`config.mk`:
```
export PLATFORM = sky130hd
export DESIGN_NAME = mine_place_ctrl
export DESIGN_NICKNAME = d
export VERILOG_FILES = /design/src/rtl/minesweeper_pkg.sv /design/src/rtl/mine_lfsr.sv /design/src/rtl/mine_place_ctrl.sv
export SDC_FILE = /design/constraint.sdc
export NUM_CORES = 1
export LEC_CHECK = 0
export CORE_MARGIN = 2
export CORE_UTILIZATION = 45
export CTS_CLUSTER_DIAMETER = 60
export DETAILED_ROUTE_END_ITERATION = 16
export DONT_BUFFER_PORTS = 1
export GPL_ROUTABILITY_DRIVEN = 0
export SLEW_MARGIN = 20
export SYNTH_ARGS = -nofsm -noshare
export SYNTH_HDL_FRONTEND = slang
export SYNTH_SLANG_ARGS = --single-unit
```
`constraint.sdc`:
```
create_clock -name clka -period 1.5 [get_ports clka]
set_input_delay 0.225 -clock clka [delete_from_list [all_inputs] [get_ports clka]]
set_output_delay 0.225 -clock clka [all_outputs]
set_load 0.02 [all_outputs]
```
`src/rtl/minesweeper_pkg.sv`:
```
// Shared constants and types for the minesweeper mine-placement slice:
// board defaults, LFSR taps and the placement FSM state encoding.
package minesweeper_pkg;

  localparam int DEF_ROWS      = 5;
  localparam int DEF_COLS      = 5;
  localparam int DEF_NUM_MINES = 5;
  localparam int CELLS         = DEF_ROWS * DEF_COLS;

  // Taps for x^8+x^6+x^5+x^4+1 on a left-shifting Fibonacci register.
  localparam logic [7:0] LFSR_TAPS  = 8'hB8;
  localparam logic [7:0] LFSR_RESET = 8'h01;

  typedef enum logic [2:0] {
    ST_IDLE  = 3'd0,
    ST_CLEAR = 3'd1,
    ST_DRAW  = 3'd2,
    ST_CHECK = 3'd3,
    ST_WRITE = 3'd4,
    ST_DONE  = 3'd5
  } state_t;

endpackage

```
`src/rtl/mine_lfsr.sv`:
```
// 8-bit Fibonacci LFSR with seed load (priority over stepping) and a
// zero-seed guard so the register can never lock up at all-zeros.
module mine_lfsr
  import minesweeper_pkg::*;
(
  input  logic       clka,
  input  logic       restart,
  input  logic       load,
  input  logic [7:0] seed,
  output logic [7:0] lfsr
);

  // NOTE: sequential state uses non-blocking assignments only, so every
  // register samples pre-edge values regardless of process order.
  always_ff @(posedge clka) begin
    if (!restart) begin
      lfsr <= LFSR_RESET;
    end else if (load) begin
      lfsr <= (seed == 8'h00) ? LFSR_RESET : seed;
    end else begin
      lfsr <= {lfsr[6:0], ^(lfsr & LFSR_TAPS)};
    end
  end

endmodule

```
`src/rtl/mine_place_ctrl.sv`:
```
// Mine placement sequencer: draws LFSR candidates, rejects duplicates and
// out-of-range cells, and builds the mine bitmap. Optional MINE_SAFE_FIRST_EN
// also keeps the cell given on safe_cell (sampled with start) mine-free.
module mine_place_ctrl
  import minesweeper_pkg::*;
#(
  parameter int ROWS      = DEF_ROWS,
  parameter int COLS      = DEF_COLS,
  parameter int NUM_MINES = DEF_NUM_MINES,
  parameter int IDX_W     = 5
) (
  input  logic                   clka,
  input  logic                   restart,
  input  logic                   start,
  input  logic [7:0]             seed,
  input  logic                   seed_load,
  input  logic [IDX_W-1:0]       safe_cell,
  input  logic [IDX_W-1:0]       query_addr,
  output logic                   query_mine,
  output logic [ROWS*COLS-1:0]   mine_map,
  output logic [IDX_W-1:0]       mine_count,
  output logic                   busy,
  output logic                   place_done
);

  localparam int               NCELLS    = ROWS * COLS;
  localparam logic [IDX_W:0]   CELLS_LIM = (IDX_W+1)'(NCELLS);
  localparam logic [IDX_W-1:0] LAST_CNT  = IDX_W'(NUM_MINES - 1);

  state_t           state, state_nx;
  logic [7:0]       lfsr_val;
  logic [IDX_W-1:0] cand_q;
  logic             cand_ok, map_hit, safe_hit, reject, query_ok;
  logic             unused_lfsr;
  logic             can_start;

  mine_lfsr u_lfsr (
    .clka    (clka),
    .restart (restart),
    .load    (seed_load),
    .seed    (seed),
    .lfsr    (lfsr_val)
  );

  // Only the low IDX_W bits form the candidate; the rest just feed the LFSR.
  assign unused_lfsr = ^lfsr_val;
  assign can_start   = start && (state == ST_IDLE || state == ST_DONE);

  assign cand_ok  = {1'b0, cand_q} < CELLS_LIM;
  assign map_hit  = cand_ok && mine_map[cand_q];
  assign query_ok = {1'b0, query_addr} < CELLS_LIM;

`ifdef MINE_SAFE_FIRST_EN
  logic [IDX_W-1:0] safe_q;

  always_ff @(posedge clka) begin
    if (!restart)       safe_q <= '0;
    else if (can_start) safe_q <= safe_cell;
  end

  assign safe_hit = (cand_q == safe_q);
`else
  logic unused_safe;
  assign unused_safe = ^safe_cell;
  assign safe_hit    = 1'b0;
`endif

  assign reject = !cand_ok || map_hit || safe_hit;

  always_ff @(posedge clka) begin
    if (!restart) state <= ST_IDLE;
    else          state <= state_nx;
  end

  // NOTE: next-state defaults to the current state before the case, so no
  // path leaves state_nx unassigned and no latch is inferred.
  always_comb begin
    state_nx = state;
    unique case (state)
      ST_IDLE:  if (can_start) state_nx = ST_CLEAR;
      ST_CLEAR: state_nx = ST_DRAW;
      ST_DRAW:  state_nx = ST_CHECK;
      ST_CHECK: state_nx = reject ? ST_DRAW : ST_WRITE;
      ST_WRITE: state_nx = (mine_count == LAST_CNT) ? ST_DONE : ST_DRAW;
      ST_DONE:  if (can_start) state_nx = ST_CLEAR;
      default:  state_nx = ST_IDLE;
    endcase
  end

  always_comb begin
    busy       = (state == ST_CLEAR) || (state == ST_DRAW) ||
                 (state == ST_CHECK) || (state == ST_WRITE);
    place_done = (state == ST_DONE);
  end

  // NOTE: the bitmap is a handful of flops, not a RAM, so it is reset along
  // with everything else and reads as all-clear straight out of reset.
  always_ff @(posedge clka) begin
    if (!restart) begin
      mine_map   <= '0;
      mine_count <= '0;
      cand_q     <= '0;
      query_mine <= 1'b0;
    end else begin
      query_mine <= query_ok && mine_map[query_addr];
      case (state)
        ST_CLEAR: begin
          mine_map   <= '0;
          mine_count <= '0;
        end
        ST_DRAW:  cand_q <= lfsr_val[IDX_W-1:0];
        ST_WRITE: begin
          mine_map[cand_q] <= 1'b1;
          mine_count       <= mine_count + 1'b1;
        end
        default: ;
      endcase
    end
  end

endmodule

```
==> out/results.txt, run 1 <==
Status -> finished with violations
Failing checks -> negative setup slack
WS Path Type -> reg2reg
Synth top area cells -> dfxtp_1 37%, nor2b_1 11%, a22oi_1 7.1%
Reg clk slew, reported paths -> 90 ps
Synthesized area -> 2541 µm²
Antenna viol nets, final -> 0
Cell count after synthesis -> 263
Post-Syn Area per Cell -> 9.662 µm²
Reg2Reg Setup Slack -> -70 ps
Total track usage -> 21.99%
Fill cell count -> 460
Count leader, synth -> dfxtp_1
Via density -> 5.659
HPWL Detailed -> 4.484 mm
First-pass GRT wire length -> 10.72 mm
CTS H-Tree Depth -> 2
Share of the synthesized area in the top cell type -> 37.03%
Pre-CTS setup slack -> -161.4 ps
Largest net degree at the start of global routing -> 51
Worst reg2reg path depth -> 4
Vias -> 2190
Worst Setup Slack, final -> -70.00 ps
CTS Sinks -> 47
Worst Path Required -> 1690 ps
Slew @ Worst Pin -> 392.5 ps
GRT overflow -> 0
Crit-path cells -> mux4_2 > mux4_2 > nand3b_1 > o21ai_1
CP most frequent cell -> mux4_2
Top-level port count -> 55
Worst-case hold slack -> 28.47 ps
Yosys top cell by area -> dfxtp_1
Hold Crit Start -> restart
Diode count -> 0
Die area -> 6264 µm²
Root Driver -> clkbuf_8
Async S/R FF share, synth -> 0%
Endpoints failing hold -> 0
DRT iter0 DRCs -> 189
Post-synth top cells -> 47 x dfxtp_1, 44 x nor2b_1, 24 x a22oi_1, 14 x clkbuf_1, 14 x mux2i_1
Skew final -> 6.550 ps
Slowest CP cell -> mux4_2
RSZ-0062 raised after global routing -> yes
Routed Wire Length -> 6.494 mm
Area added between synthesis and finish -> 35.55%
Row count -> 27
CP peak stage delay -> 500 ps
Fmax -> 0.6369 GHz
Die X -> 79.15 µm
Pins Over Slew Limit -> 0
TNS Setup -> -79.72 ps
Initial antenna violation count -> 0
Worst Hold End -> u_lfsr.lfsr[0]$_SDFF_PN1_
Hold_buf cts -> 0
TritonCTS Buffers -> 5
Number of synthesized flops with an enable pin -> 0
Count of unique library cells instantiated by Yosys -> 48
Initial core utilization -> 46.43%
Crit path capture type -> flip-flop
Final Critical Period -> 1570 ps
Startpoint types -> flip-flop
Hold Path Class -> in2reg
Synth Register Bits -> 47
Vias in the first global route -> 2057
IO Port Bufs -> 0
Synth Net Count -> 287
Post-layout nets -> 338
PwrDens -> 990.5 nW/µm²
Max VDD drop -> 0.5498 mV
Ys flop type -> dfxtp_1
Layout cell share with drive strength beyond 1 -> 43.81%
Avg WL per Cell -> 16.78 µm
Max_cap viols -> 0
Pleak -> 1.248 nW
Worst hold path cell count -> 1
Critical path fanouts, max -> 2
Worst-Skew Late Latency -> 300 ps
Residual DRC -> 0
Period utilization -> 104.7%
Worst slew margin -> 73.81%
Chip height -> 79.15 µm
RR Startpoint -> mine_map[15]$_SDFFE_PN0P_
CTS Buffer Depth -> 2
Router iterations before antenna repair -> 4
CTS tree -> yes
Core area -> 5473 µm²
Sequential area share after synthesis -> 37.03%
Crit path DAT -> 1760 ps
Reg2reg end -> query_mine$_SDFF_PN0_
# setup viols final -> 2
Yosys warning count -> 0
## placed cells by master (no fill, tap or decap), types with 4 or more instances in the layout
cell      instances
nor2b_1          44
mux2i_1          12
nor2_1           11
a21oi_1           5
o21ai_0           6
dfxtp_2          19
a21boi_1          4
dfxtp_1          24
buf_4            55
clkbuf_8          7
nand2_1           5
a22oi_1          24
mux4_2           10
inv_1             7
dfxtp_4           4
buf_6             6
## cell type report
class	count	area [µm²]	area share [%]
Multi-Input combinational cell	187	1702	49.40
Sequential cell	47	979.7	28.44
Timing Repair Buffer	64	535.5	15.55
Clock buffer	7	96.34	2.797
Tap cell	72	90.09	2.615
Inverter	9	33.78	0.9807
Clock inverter	1	7.507	0.2179
## sequential cells by signal (all words and copies together) (netlist names)
| register | flops |
|---|---|
| mine_map | 25 |
| u_lfsr.lfsr | 8 |
| cand_q | 5 |
| mine_count | 5 |
| state | 3 |
| query_mine | 1 |
## report_power, final
group	switching [mW]	internal [mW]
clock network	0.447	0.420
registers	0.0816	1.31
logic	0.561	0.588
## critical path, delay by kind of cell (launching register included)
family           cells  cell delay (ps)
AO/OA/AOI/OAI        1               70
flip-flops           1              330
multiplexers         2              980
AND/OR/NAND/NOR      1               90
## layer usage
metal  GRT usage (%)  part of all wire [%]  vias up
met5               0                     0        -
met4           5.862                  0.94        0
met3           5.568                   5.9        6
met2           32.63                    45       53
met1           31.80                    48     1066
li1                -                     -     1065
## worst max-delay path by stage
stage	start	depth (start not counted)	to
after floorplan	query_addr[0]	5	query_mine$_SDFF_PN0_
after global placement	cand_q[1]$_SDFFE_PN0P_	4	state[1]$_SDFFE_PN0P_
after detailed placement	cand_q[1]$_SDFFE_PN0P_	4	state[1]$_SDFFE_PN0P_
after CTS	mine_map[15]$_SDFFE_PN0P_	4	query_mine$_SDFF_PN0_
after global routing	mine_map[15]$_SDFFE_PN0P_	4	query_mine$_SDFF_PN0_
final	mine_map[15]$_SDFFE_PN0P_	4	query_mine$_SDFF_PN0_
## repair_timing
action	4_1_cts	5_1_grt
buffers inserted	0	3
pin swaps	2	8
resized for setup	19	26
gates cloned	0	0
setup endpoints to repair	4	29
## cell families (layout without fill, tap and decap cells)
family	count (synthesis)	after routing	share of synthesized area (%)
adders and majority gates	2	2	0.9846
DFF	47	47	37.03
AOI/OAI and AO/OA	62	62	17.38
xor gates and xnor gates	4	4	1.378
muxes	27	27	16.15
buffers and inverters	29	81	4.972
and+or+nand+nor	92	92	22.11
## per-stage QoR
stage / instance area (µm²) / power [mW] / instances / util, %
5_1_grt: 3445 / 3.571 / 387 / 62.94
6_report: 3445 / 3.412 / 387 / 62.94
2_1_floorplan: 2625 / 2.036 / 263 / -
4_1_cts: 3298 / 3.286 / 384 / 60.27
3_5_place_dp: 3092 / 2.320 / 376 / 56.49
3_3_place_gp: 3092 / 2.316 / 376 / 56.49
(Power assumes the default switching activity.)
==> run 2, diff against run 1 <==
--- a/config.mk
+++ b/config.mk
@@ -5,12 +5,14 @@
 export SDC_FILE = /design/constraint.sdc
 export NUM_CORES = 1
 export LEC_CHECK = 0
+export ABC_AREA = 1
 export CORE_MARGIN = 2
 export CORE_UTILIZATION = 45
 export CTS_CLUSTER_DIAMETER = 60
 export DETAILED_ROUTE_END_ITERATION = 16
 export DONT_BUFFER_PORTS = 1
 export GPL_ROUTABILITY_DRIVEN = 0
+export MAX_ROUTING_LAYER = met4
 export SLEW_MARGIN = 20
 export SYNTH_ARGS = -nofsm -noshare
 export SYNTH_HDL_FRONTEND = slang
==> run 2 against run 1 <==
The flow now finishes without violations. Utilization is 6.4 points lower. Area after synthesis fell by 0.64%. First-iteration DRC count up 10%.
==> out/results.txt, run 2 <==
Met1 usage -> 31.86% (was 31.80%)
M2 GR Usage -> 38.46% (was 32.63%)
CTS tree -> yes (unchanged)
Status -> finished clean (was finished with violations)
Vias in the first global route -> 2422 (was 2057)
Ys flop type -> dfxtp_1 (unchanged)
CTS H-Tree Depth -> 2 (unchanged)
Pleak -> 1.325 nW (was 1.248 nW)
Skew final -> 9.217 ps (was 6.550 ps)
Biggest register -> mine_map (unchanged)
Chip height -> 78.91 µm (was 79.15 µm)
Initial core utilization -> 46.14% (was 46.43%)
Max reg flops -> 25 (unchanged)
Total chip power -> 3.411 mW (was 3.412 mW)
Startpoint types -> flip-flop (unchanged)
Crit path capture type -> output pin (was flip-flop)
CTS Sinks -> 47 (unchanged)
Async S/R FF share, synth -> 0% (unchanged)
Post-synth top cells -> 87 x nand2_1, 65 x a21oi_1, 47 x dfxtp_1, 33 x nor2_1, 29 x inv_1 (was 47 x dfxtp_1, 44 x nor2b_1, 24 x a22oi_1, 14 x clkbuf_1, 14 x mux2i_1)
Die area -> 6226 µm² (was 6264 µm²)
Count leader, synth -> nand2_1 (was dfxtp_1)
Sequential area share after synthesis -> 37.26% (was 37.03%)
Diode count -> 0 (unchanged)
Worst-Skew Late Latency -> 300 ps (about the same)
Reg clk slew, reported paths -> 90 ps (about the same)
Via density -> 5.430 (was 5.659)
Synthesized area -> 2525 µm² (was 2541 µm²)
Yosys top cell by area -> dfxtp_1 (unchanged)
Cell count after synthesis -> 380 (was 263)
Layout cell share with drive strength beyond 1 -> 18.91% (was 43.81%)
Root Driver -> clkbuf_8 (unchanged)
Most frequent cells in the layout -> 86 x nand2_1, 65 x a21oi_1, 49 x buf_4, 42 x dfxtp_1, 31 x nor2_1 (was 55 x buf_4, 44 x nor2b_1, 24 x a22oi_1, 24 x dfxtp_1, 19 x dfxtp_2)
Top-level port count -> 55 (unchanged)
Synth top area cells -> dfxtp_1 37%, nand2_1 13%, a21oi_1 13% (was dfxtp_1 37%, nor2b_1 11%, a22oi_1 7.1%)
Post-Syn Area per Cell -> 6.645 µm² (was 9.662 µm²)
Core area -> 5473 µm² (unchanged)
Period utilization -> 94.88% (was 104.7%)
Pins Over Slew Limit -> 0 (unchanged)
Placed inst area -> 2904 µm² (was 3092 µm²)
Routing usage on met3 -> 3.295% (was 5.568%)
Vias -> 2688 (was 2190)
HPWL Detailed -> 4.931 mm (was 4.484 mm)
Router iterations before antenna repair -> 4 (unchanged)
Area added between synthesis and finish -> 22.60% (was 35.55%)
PwrDens -> 1102 nW/µm² (was 990.5 nW/µm²)
Largest registers -> mine_map x25, u_lfsr.lfsr x8 (unchanged)
Final Critical Period -> 1423 ps (was 1570 ps)
Critical path fanouts, max -> 5 (was 2)
Total track usage -> 23.84% (was 21.99%)
WS Path Type -> reg2out (was reg2reg)
First-pass GRT wire length -> 11.54 mm (was 10.72 mm)
Max_cap viols -> 0 (unchanged)
Max VDD drop -> 0.9492 mV (was 0.5498 mV)
Synth Register Bits -> 47 (unchanged)
Yosys warning count -> 0 (unchanged)
Avg WL per Cell -> 13.95 µm (was 16.78 µm)
Top Usage Layer GRT -> met2 (unchanged)
Die X -> 78.91 µm (was 79.15 µm)
Worst-case hold slack -> 15.28 ps (was 28.47 ps)
CTS Buffer Depth -> 2 (unchanged)
Row count -> 27 (unchanged)
# setup viols final -> 0 (was 2)
Synth Net Count -> 404 (was 287)
Endpoints failing hold -> 0 (unchanged)
Antenna viol nets, final -> 0 (unchanged)
Routed Wire Length -> 6.903 mm (was 6.494 mm)
Initial antenna violation count -> 0 (unchanged)
GRT overflow -> 0 (unchanged)
Worst Path Required -> 1270 ps (was 1690 ps)
Number of synthesized flops with an enable pin -> 0 (unchanged)
DRT iter0 DRCs -> 208 (was 189)
Crit path DAT -> 1200 ps (was 1760 ps)
Post-layout nets -> 446 (was 338)
Worst slew margin -> 77.29% (was 73.81%)
Count of unique library cells instantiated by Yosys -> 28 (was 48)
Residual DRC -> 0 (unchanged)
Slew @ Worst Pin -> 340.6 ps (was 392.5 ps)
IO Port Bufs -> 0 (unchanged)
Fmax -> 0.7027 GHz (was 0.6369 GHz)
TNS Setup -> 0 ps (was -79.72 ps)
Commonest non-fill, non-tap cell in the layout -> nand2_1 (was buf_4)
TritonCTS Buffers -> 5 (unchanged)
Largest net degree at the start of global routing -> 30 (was 51)
Fin area -> 3095 µm² (was 3445 µm²)
Hold Path Class -> in2reg (unchanged)
Share of the synthesized area in the top cell type -> 37.26% (was 37.03%)
## run 2: per-stage QoR
step / util (%) / instances / setup slack [ps]
after floorplan: - / 380 / 253.3
after global placement: 53.06 / 484 / 124.6
after detailed placement: 53.06 / 484 / 115.8
after CTS: 55.85 / 493 / 26.19
after global routing: 56.56 / 495 / -18.06
final: 56.56 / 495 / 76.83
## run 2: worst paths after layout
path	startpoint	endpoint	slack (ps)	cells past startpoint
min reg2reg	u_lfsr.lfsr[6]$_SDFF_PN0_	u_lfsr.lfsr[7]$_SDFF_PN0_	510	2
max reg2reg	cand_q[4]$_SDFFE_PN0P_	state[1]$_SDFFE_PN0P_	130	8
min	seed_load	u_lfsr.lfsr[6]$_SDFF_PN0_	20	1
max	state[1]$_SDFFE_PN0P_	busy	80	5
## run 2: logic make-up (layout without fill, tap and decap cells)
family,Yosys count,count (layout),share of synthesized area (%)
AND/OR/NAND/NOR,171,171,29.34
buffers and inverters,50,93,8.523
XOR/XNOR,3,3,1.041
AO/OA/AOI/OAI,107,107,22.84
flip-flops,47,47,37.26
adder cells (fa/ha/maj),2,2,0.9909
## run 2: critical path, stage by stage, from the launching register on
cell	delay, ps
dfxtp_4	380
inv_1	70
nand3_2	100
nand2_1	80
nor2_2	160
nand2_2	120
## run 2: routing by layer
layer | up-vias | wire length, µm
met3 | 7 | 280
li1 | 1360 | -
met1 | 1257 | 3260
met2 | 64 | 3303
met5 | - | 0
met4 | 0 | 58
## run 2: repair_timing
action / in CTS / in global routing
setup endpoints to repair: 1 / 3
gates resized for setup: 3 / 9
pin swaps: 0 / 1
buffers inserted: 0 / 1
hold buffers: 1 / 1
hold endpoints to repair: 3 / 2
## run 2: final cells by class
| class | instances | area, µm² |
|---|---|---|
| Fill cell | 542 | 2377 |
| Multi-Input combinational cell | 283 | 1388 |
| Sequential cell | 47 | 949.7 |
| Timing Repair Buffer | 52 | 407.9 |
| Inverter | 33 | 123.9 |
| Tap cell | 72 | 90.09 |
| Clock buffer | 5 | 68.82 |
| Clock inverter | 3 | 67.56 |
## run 2: report_power, final
| part | switching (mW) | internal (mW) |
|---|---|---|
| Combinational | 0.558 | 0.331 |
| Clock | 0.444 | 0.665 |
| Sequential | 0.0908 | 1.32 |
